==> config.mk <==
export PLATFORM = sky130hd
export DESIGN_NAME = spi_ram_bank
export DESIGN_NICKNAME = d
export VERILOG_FILES = /design/src/rtl/spi_ram_pkg.sv /design/src/rtl/spi_write_detect.sv /design/src/rtl/spi_ram_bank.sv
export SDC_FILE = /design/constraint.sdc
export NUM_CORES = 2
export LEC_CHECK = 0
export CAP_MARGIN = 20
export CORE_ASPECT_RATIO = 1.2
export CORE_MARGIN = 1
export CORE_UTILIZATION = 40
export DETAILED_ROUTE_END_ITERATION = 16
export PLACE_DENSITY_LB_ADDON = 0.25
export SLEW_MARGIN = 20
export SYNTH_ARGS = -nofsm -noshare
export SYNTH_HDL_FRONTEND = slang
export SYNTH_SLANG_ARGS = --single-unit
==> constraint.sdc <==
create_clock -name sys_clock_i -period 11 [get_ports sys_clock_i]
set_clock_uncertainty 0.05 [all_clocks]
set_input_delay 2.75 -clock sys_clock_i [delete_from_list [all_inputs] [get_ports sys_clock_i]]
set_output_delay 2.75 -clock sys_clock_i [all_outputs]
set_load 0.05 [all_outputs]
==> src/rtl/spi_ram_pkg.sv <==
// Shared widths for the SPI RAM interface and the register bank behind it.
package spi_ram_pkg;

    localparam int unsigned RAM_ADDR_W = 5;
    localparam int unsigned RAM_DATA_W = 32;
    localparam int unsigned WR_CNT_W   = 8;

    typedef logic [WR_CNT_W-1:0] wr_cnt_t;

endpackage : spi_ram_pkg

==> src/rtl/spi_write_detect.sv <==
// Turns the SPI write-enable level into one commit strobe per new write:
// rising edge of the level, or a new address/data pair while the level is held.
module spi_write_detect #(
    parameter int unsigned ADDR_W = 5,
    parameter int unsigned DATA_W = 32
) (
    input  logic              i_clk,
    input  logic              i_rst,
    input  logic              i_we,
    input  logic [ADDR_W-1:0] i_addr,
    input  logic [DATA_W-1:0] i_data,
    output logic              o_commit_c
);

    logic              r_we_prev;
    logic [ADDR_W-1:0] r_addr;
    logic [DATA_W-1:0] r_data;
    logic              w_changed;

    always_comb begin
        w_changed  = (i_addr != r_addr) || (i_data != r_data);
        o_commit_c = i_we && !i_rst && (!r_we_prev || w_changed);
    end

    // Shadow of the last committed pair; a held level only re-commits on change.
    always_ff @(posedge i_clk) begin
        if (i_rst) begin
            r_we_prev <= 1'b0;
            r_addr    <= '0;
            r_data    <= '0;
        end else begin
            r_we_prev <= i_we;
            if (o_commit_c) begin
                r_addr <= i_addr;
                r_data <= i_data;
            end
        end
    end

endmodule : spi_write_detect

==> src/rtl/spi_ram_bank.sv <==
// Flop-based word RAM shared by the SPI interface (priority) and a user port,
// with a wrapping count of committed writes.
module spi_ram_bank
    import spi_ram_pkg::*;
#(
    parameter int unsigned ADDR_W = RAM_ADDR_W,
    parameter int unsigned DATA_W = RAM_DATA_W
) (
`ifdef USE_POWER_PINS
    inout  wire                vdd,
    inout  wire                vss,
`endif
    input  logic               sys_clock_i,
    input  logic               rst_i,
    input  logic               spi_we_i,
    input  logic [ADDR_W-1:0]  spi_addr_i,
    input  logic [DATA_W-1:0]  spi_data_i,
    output logic [DATA_W-1:0]  spi_data_o,
    input  logic               usr_req_i,
    input  logic               usr_we_i,
    input  logic [ADDR_W-1:0]  usr_addr_i,
    input  logic [DATA_W-1:0]  usr_wdata_i,
    output logic               usr_gnt_o,
    output logic               usr_rvalid_o,
    output logic [DATA_W-1:0]  usr_rdata_o,
    output logic [WR_CNT_W-1:0] wr_count_o
);

    localparam int unsigned DEPTH = 2 ** ADDR_W;

    logic [DATA_W-1:0] r_mem [DEPTH];
    logic [DATA_W-1:0] r_spi_q;
    logic              r_rvalid;
    logic [DATA_W-1:0] r_usr_rdata;
    wr_cnt_t           r_wr_count;

    logic w_commit;
    logic w_gnt;
    logic w_usr_wr;
    logic w_usr_rd;

    spi_write_detect #(
        .ADDR_W (ADDR_W),
        .DATA_W (DATA_W)
    ) u_detect (
        .i_clk      (sys_clock_i),
        .i_rst      (rst_i),
        .i_we       (spi_we_i),
        .i_addr     (spi_addr_i),
        .i_data     (spi_data_i),
        .o_commit_c (w_commit)
    );

    // SPI commit always wins; the user port waits out any commit cycle.
    always_comb begin
        w_gnt    = !rst_i && !w_commit;
        w_usr_wr = usr_req_i && w_gnt && usr_we_i;
        w_usr_rd = usr_req_i && w_gnt && !usr_we_i;
    end

    always_ff @(posedge sys_clock_i) begin
        if (rst_i) begin
            for (int i = 0; i < DEPTH; i++) begin
                r_mem[i] <= '0;
            end
        end else if (w_commit) begin
            r_mem[spi_addr_i] <= spi_data_i;
        end else if (w_usr_wr) begin
            r_mem[usr_addr_i] <= usr_wdata_i;
        end
    end

    // Read ports sample the array before this edge's write, giving old data on collision.
    always_ff @(posedge sys_clock_i) begin
        if (rst_i) begin
            r_spi_q     <= '0;
            r_rvalid    <= 1'b0;
            r_usr_rdata <= '0;
            r_wr_count  <= '0;
        end else begin
            r_spi_q  <= r_mem[spi_addr_i];
            r_rvalid <= w_usr_rd;
            if (w_usr_rd) begin
                r_usr_rdata <= r_mem[usr_addr_i];
            end
            if (w_commit || w_usr_wr) begin
                r_wr_count <= r_wr_count + WR_CNT_W'(1);
            end
        end
    end

    assign spi_data_o   = r_spi_q;
    assign usr_gnt_o    = w_gnt;
    assign usr_rvalid_o = r_rvalid;
    assign usr_rdata_o  = r_usr_rdata;
    assign wr_count_o   = r_wr_count;

endmodule : spi_ram_bank

Word-level counts from Yosys, hierarchy flattened
Memories as Yosys holds them, arrays and structs flattened. A register that Yosys moved wholly into a read port is not among the register bits.
Index checks and enable logic that the tools add are counted.
Widths: inputs -> output; s select.

storage, ports and cells
  bits in writable memories = 1024
  register bits = 47
  memories = 1
  input bits = 79
  word-level logic and storage cells = 39

memories
  memory  words  bits a word  rd ports  clocked after Yosys merged registers in  write ports  RTL line            text
  r_mem   32     32           2         2                                        32           spi_ram_bank.sv:31  logic [DATA_W-1:0] r_mem [DEPTH];

operators by class
  add/sub/neg operators = 1
  reduce and logical (&&, ||, !) cells = 15
  equality and inequality tests = 2
  muxes and demuxes = 15

operator list
  kind                 number
  $mux 32              2
  $reduce_or 32->1     2
  $ne 32x32->1         1
  $mux 1               11
  $mux 5               2
  $add 8x1->8 const B  1
  $logic_and 1x1->1    6
  $ne 5x5->1           1
  $logic_not 1->1      4
  $logic_or 1x1->1     3

Logic depth before layout (Yosys ltp)
  depth in word-level cells = 14
  mapped depth = 11
  depth with buffers taken out = 7

Hierarchy
A second synthesis with hierarchy kept.

unflattened totals
  cells, all modules = 4366
  area, all modules = 57059.7 µm²

by module, submodules not included
  module            instances  cells each  area each (µm²)
  spi_ram_bank      1          4189        55248.0
  spi_write_detect  1          177         1811.7

Worst setup path before layout
OpenSTA, ideal clock, no wires.

  kind = input to output
  start point = input spi_addr_i[4]
  end point = output usr_gnt_o
  data arrival time = 5002 ps
  buffers on the path = 4
  slack = 3198 ps
  cell stages on the path = 9
  data required time = 8200 ps
  cells stage by stage = clkbuf_1 > xnor2_1 > nand4_1 > nor4_2 > a31oi_1 > clkbuf_1 > clkbuf_1 > clkbuf_1 > nor2_1

between the ends
  longest elaborated chain between the ends = 6

ends and longest elaborated chain
  what               RTL line                text
  start, declared    spi_ram_bank.sv:16      input logic [ADDR_W-1:0] spi_addr_i,
  $ne 5x5->1         spi_write_detect.sv:21  w_changed = (i_addr != r_addr) || (i_data != r_data);
  $logic_or 1x1->1   spi_write_detect.sv:21
  $logic_or 1x1->1   spi_write_detect.sv:22  o_commit_c = i_we && !i_rst && (!r_we_prev || w_changed);
  $logic_and 1x1->1  spi_write_detect.sv:22
  $logic_not 1->1    spi_ram_bank.sv:56      w_gnt = !rst_i && !w_commit;
  $logic_and 1x1->1  spi_ram_bank.sv:56
  end, declared      spi_ram_bank.sv:23      output logic usr_gnt_o,

Every way passes these cells.

Worst setup path after layout
  start point = input spi_data_i[8]
  end point = output usr_gnt_o

between the ends
  longest elaborated chain between the ends = 6

ends and longest elaborated chain
  what               RTL line                text
  start, declared    spi_ram_bank.sv:17      input logic [DATA_W-1:0] spi_data_i,
  $ne 32x32->1       spi_write_detect.sv:21
  $logic_or 1x1->1   spi_write_detect.sv:21
  $logic_or 1x1->1   spi_write_detect.sv:22
  $logic_and 1x1->1  spi_write_detect.sv:22
  $logic_not 1->1    spi_ram_bank.sv:56
  $logic_and 1x1->1  spi_ram_bank.sv:56

Every way passes these cells.

==> impl_metrics.tcl <==
set metrics [dict create \
    outcome "complete, no violations" \
    cts_tree "built" \
    dpl_cell_area_um2 60400 \
    syn_area_um2 56300 \
    arrival_ns 5.68 \
    r2r.worst_path.cells 10 \
    hp-start "u_detect.r_data[28]$_SDFFE_PP0P_" \
    htree_num_levels 3 \
    core_area_um2 139000 \
    period_share_pct 77.1 \
    fmax_mhz 118 \
    rsz0062_at_grt "false" \
    rows 150 \
    syn_avg_cell_area_um2 15.1 \
    dp_hpwl_mm 111 \
    met2_usage_pct 47.9 \
    ant_nets 0 \
    cts_buffer_depth 3 \
    hp-class "reg2reg" \
    grt.met1_usage_pct 35.6 \
    ys.flop_type "edfxtp_1" \
    cp-end-kind "output pin" \
    dp.cells 5434 \
    powerDensity_nw_per_um2 161 \
    portBuffers 152 \
    grt-ovfl-total 0 \
    crit_fanout 4 \
    final_area_um2 64200 \
    synth-edff-count 1024 \
    rrSetupSlack_ns 6.07 \
    cts_setup_buffers 0 \
    cts_resized 0 \
    async_flop_share_pct 0 \
    path_class "in2out" \
    syn-num-nets 3812 \
    cts_root_buf "clkbuf_16" \
    r2r-start "u_detect.r_data[8]$_SDFFE_PP0P_" \
    die-area_um2 142000 \
    post-place-ws_ns 2.57 \
    dr.pass1.iters 8 \
    critPathSlowestCell "nor4_1" \
    p_leak_nw 20.7 \
    path_cells "clkdlybuf4s50_1 -> xnor2_1 -> nand4_1 -> nor4_1 -> a31oi_4 -> nor2_1 -> clkdlybuf4s50_1" \
    drv_cap 0 \
    synth_warnings 0 \
    routedWlPerCell_um 35.7 \
    drive_above_1_share_pct 27.3 \
    grt-busiest-layer "met2" \
    postLayoutCoreUtil_pct 46.0 \
    hold_depth 2 \
    drt_drc_violations_left 0 \
    viasPerCell 6.43 \
    crit_required_ns 8.20 \
    postCtsHoldBufs 0 \
    fill_cells 12100 \
    crit_family "buffers and inverters" \
    cp_common_cell "clkdlybuf4s50_1" \
    start_util_pct 40.4 \
    syn_inst 3732 \
    grt_pass1_wl_mm 279 \
    power_mw 10.4 \
    num_vias 36400 \
    setup_viol 0 \
    setup_ws_ns 2.52 \
    critPathBufInv 2 \
    fin_nets 3814 \
    hold_viol 0 \
    grt_use_total_pct 28.5 \
    cts_made_buffers 116 \
    ir_drop_v 0.000147 \
    cts.sinks 1135 \
    whs_ns 0.441 \
    grt_max_degree 141 \
    synth-seq-area-share_pct 58.5 \
    critPathMaxStageDelay_ns 0.86 \
    area_growth_pct 13.9 \
    drt_iter0_markers 4945 \
    fin_crit_ns 8.48 \
    fin_cells 5656 \
    die-width_um 345 \
    ys_ff_latch 1135 \
    antenna_found_initial 5 \
    grt_pass1_vias 36100 \
    r2r-end "r_mem[18][3]$_SDFFCE_PN0P_" \
    relSlewSlack_pct 20.4 \
    cp-start-kind "input port" \
    pin_count 153 \
    gp_congestion 0.832 \
    tns_ns 0 \
    slew_viol_final 0 \
    drt_wl_total_mm 202 \
    yosysUniqueCellTypes 54 \
    clk_pin_slew_ns 0.06 \
    use_met3_pct 4.55 \
    die_y_um 413 \
    min_to "u_detect.r_data[28]$_SDFFE_PP0P_" \
    tightest_slew_ns 1.19 \
    clk_latency_ns 0.75 \
]
[registers in the layout, summed over array words and instances, names as in the netlist]
| register | cells |
|---|---|
| r_mem | 1024 |
| spi_data_o | 32 |
| u_detect.r_data | 32 |
| usr_rdata_o | 32 |
| wr_count_o | 8 |
| u_detect.r_addr | 5 |
| u_detect.r_we_prev | 1 |
| usr_rvalid_o | 1 |
[layout by cell type (no fill, tap or decap), drive strengths merged, types with 3 or more instances in the layout]
cell type,Yosys,final
clkinvlp,0,4
nand2b,68,68
a211oi,32,32
buf,128,135
nor2,1099,1099
nand2,47,47
a21boi,3,3
mux4,640,640
nand3b,4,4
clkinv,0,49
a31oi,4,4
clkbuf,266,150
a21oi,18,18
or3,5,5
o22ai,3,3
nand3,8,8
mux2i,95,95
nor4,5,5
inv,11,16
o21ai,52,52
o21bai,5,5
dfxtp,111,111
nor3,13,13
o31ai,3,3
clkdlybuf4s50,0,141
a22oi,7,7
bufinv,0,8
edfxtp,1024,1024
and3,8,8
nand4,11,11
nor2b,4,4
xnor2,34,34
[worst max-delay path by stage]
stage | start | endpoint | slack (ns) | depth (start not counted)
after CTS | spi_data_i[8] | usr_gnt_o | 2.56 | 7
after floorplan | spi_addr_i[4] | usr_gnt_o | 3.20 | 9
after detailed placement | spi_data_i[8] | usr_gnt_o | 2.57 | 7
after global routing | spi_data_i[8] | usr_gnt_o | 2.38 | 7
after global placement | spi_data_i[19] | usr_gnt_o | 2.55 | 7
final | spi_data_i[8] | usr_gnt_o | 2.52 | 7
[power breakdown]
part	internal, mW	switching [mW]	leakage [nW]	total, mW
registers	4.94	0.116	10.7	5.06
clock network	2.16	1.75	1.78	3.92
logic	0.587	0.791	8.22	1.38
[cells in the mapped netlist, types with 7 or more instances]
cell type	number	area, um2
dfxtp_1	111	2220
buf_2	63	315
o21ai_0	44	220
nand3_1	8	40.0
nor2_1	1098	4120
buf_1	63	236
nand4_1	11	68.8
mux4_2	640	14400
nand2b_1	68	425
mux2i_1	95	951
a21oi_1	18	90.1
edfxtp_1	1024	30700
a211oi_1	32	240
and3_1	8	50.1
o21ai_1	8	40.0
a22oi_1	7	52.6
inv_1	10	37.5
xnor2_1	34	298
nand2_1	47	176
clkbuf_1	266	998
nor3_1	12	60.1
[layout make-up]
type	count	area [um2]	share of cell area, %
Clock inverter	66	558	0.870
Clock buffer	148	3080	4.81
Multi-Input combinational cell	2192	22500	35.1
Tap cell	1824	2280	3.56
Inverter	11	41.3	0.0643
Sequential cell	1135	33000	51.4
Antenna cell	2	5.00	0.00780
Timing Repair Buffer	278	2690	4.20
[routing by layer]
layer | part of all wire (%) | vias up
met5 | 0.023 | -
met4 | 5.5 | 2
met3 | 9.4 | 511
met2 | 50 | 2333
met1 | 35 | 19200
li1 | - | 14300
[kinds of logic (layout without fill, tap and decap cells)]
| logic type | count (synthesis) | in the layout | synth area share (%) |
|---|---|---|---|
| simple gates | 1283 | 1283 | 9.24 |
| buf+inv | 405 | 503 | 2.85 |
| compound gates | 138 | 138 | 1.54 |
| fa+ha+maj | 1 | 1 | 0.0222 |
| xor+xnor | 35 | 35 | 0.544 |
| mux | 735 | 735 | 27.3 |
| other cells | 0 | 2 | 0 |
| flops | 1135 | 1135 | 58.5 |
[worst reg2reg max path, cell delays in order (launching register included)]
cell,delay (ns)
dfxtp_1,0.32
xnor2_1,0.18
nand4_1,0.15
nor4_1,0.86
a31o_1,0.62
nor3_2,0.13
buf_4,0.24
a22oi_2,0.19
buf_4,0.45
nand2b_2,0.80
buf_4,0.60
Power figures use the tool's default switching activity.
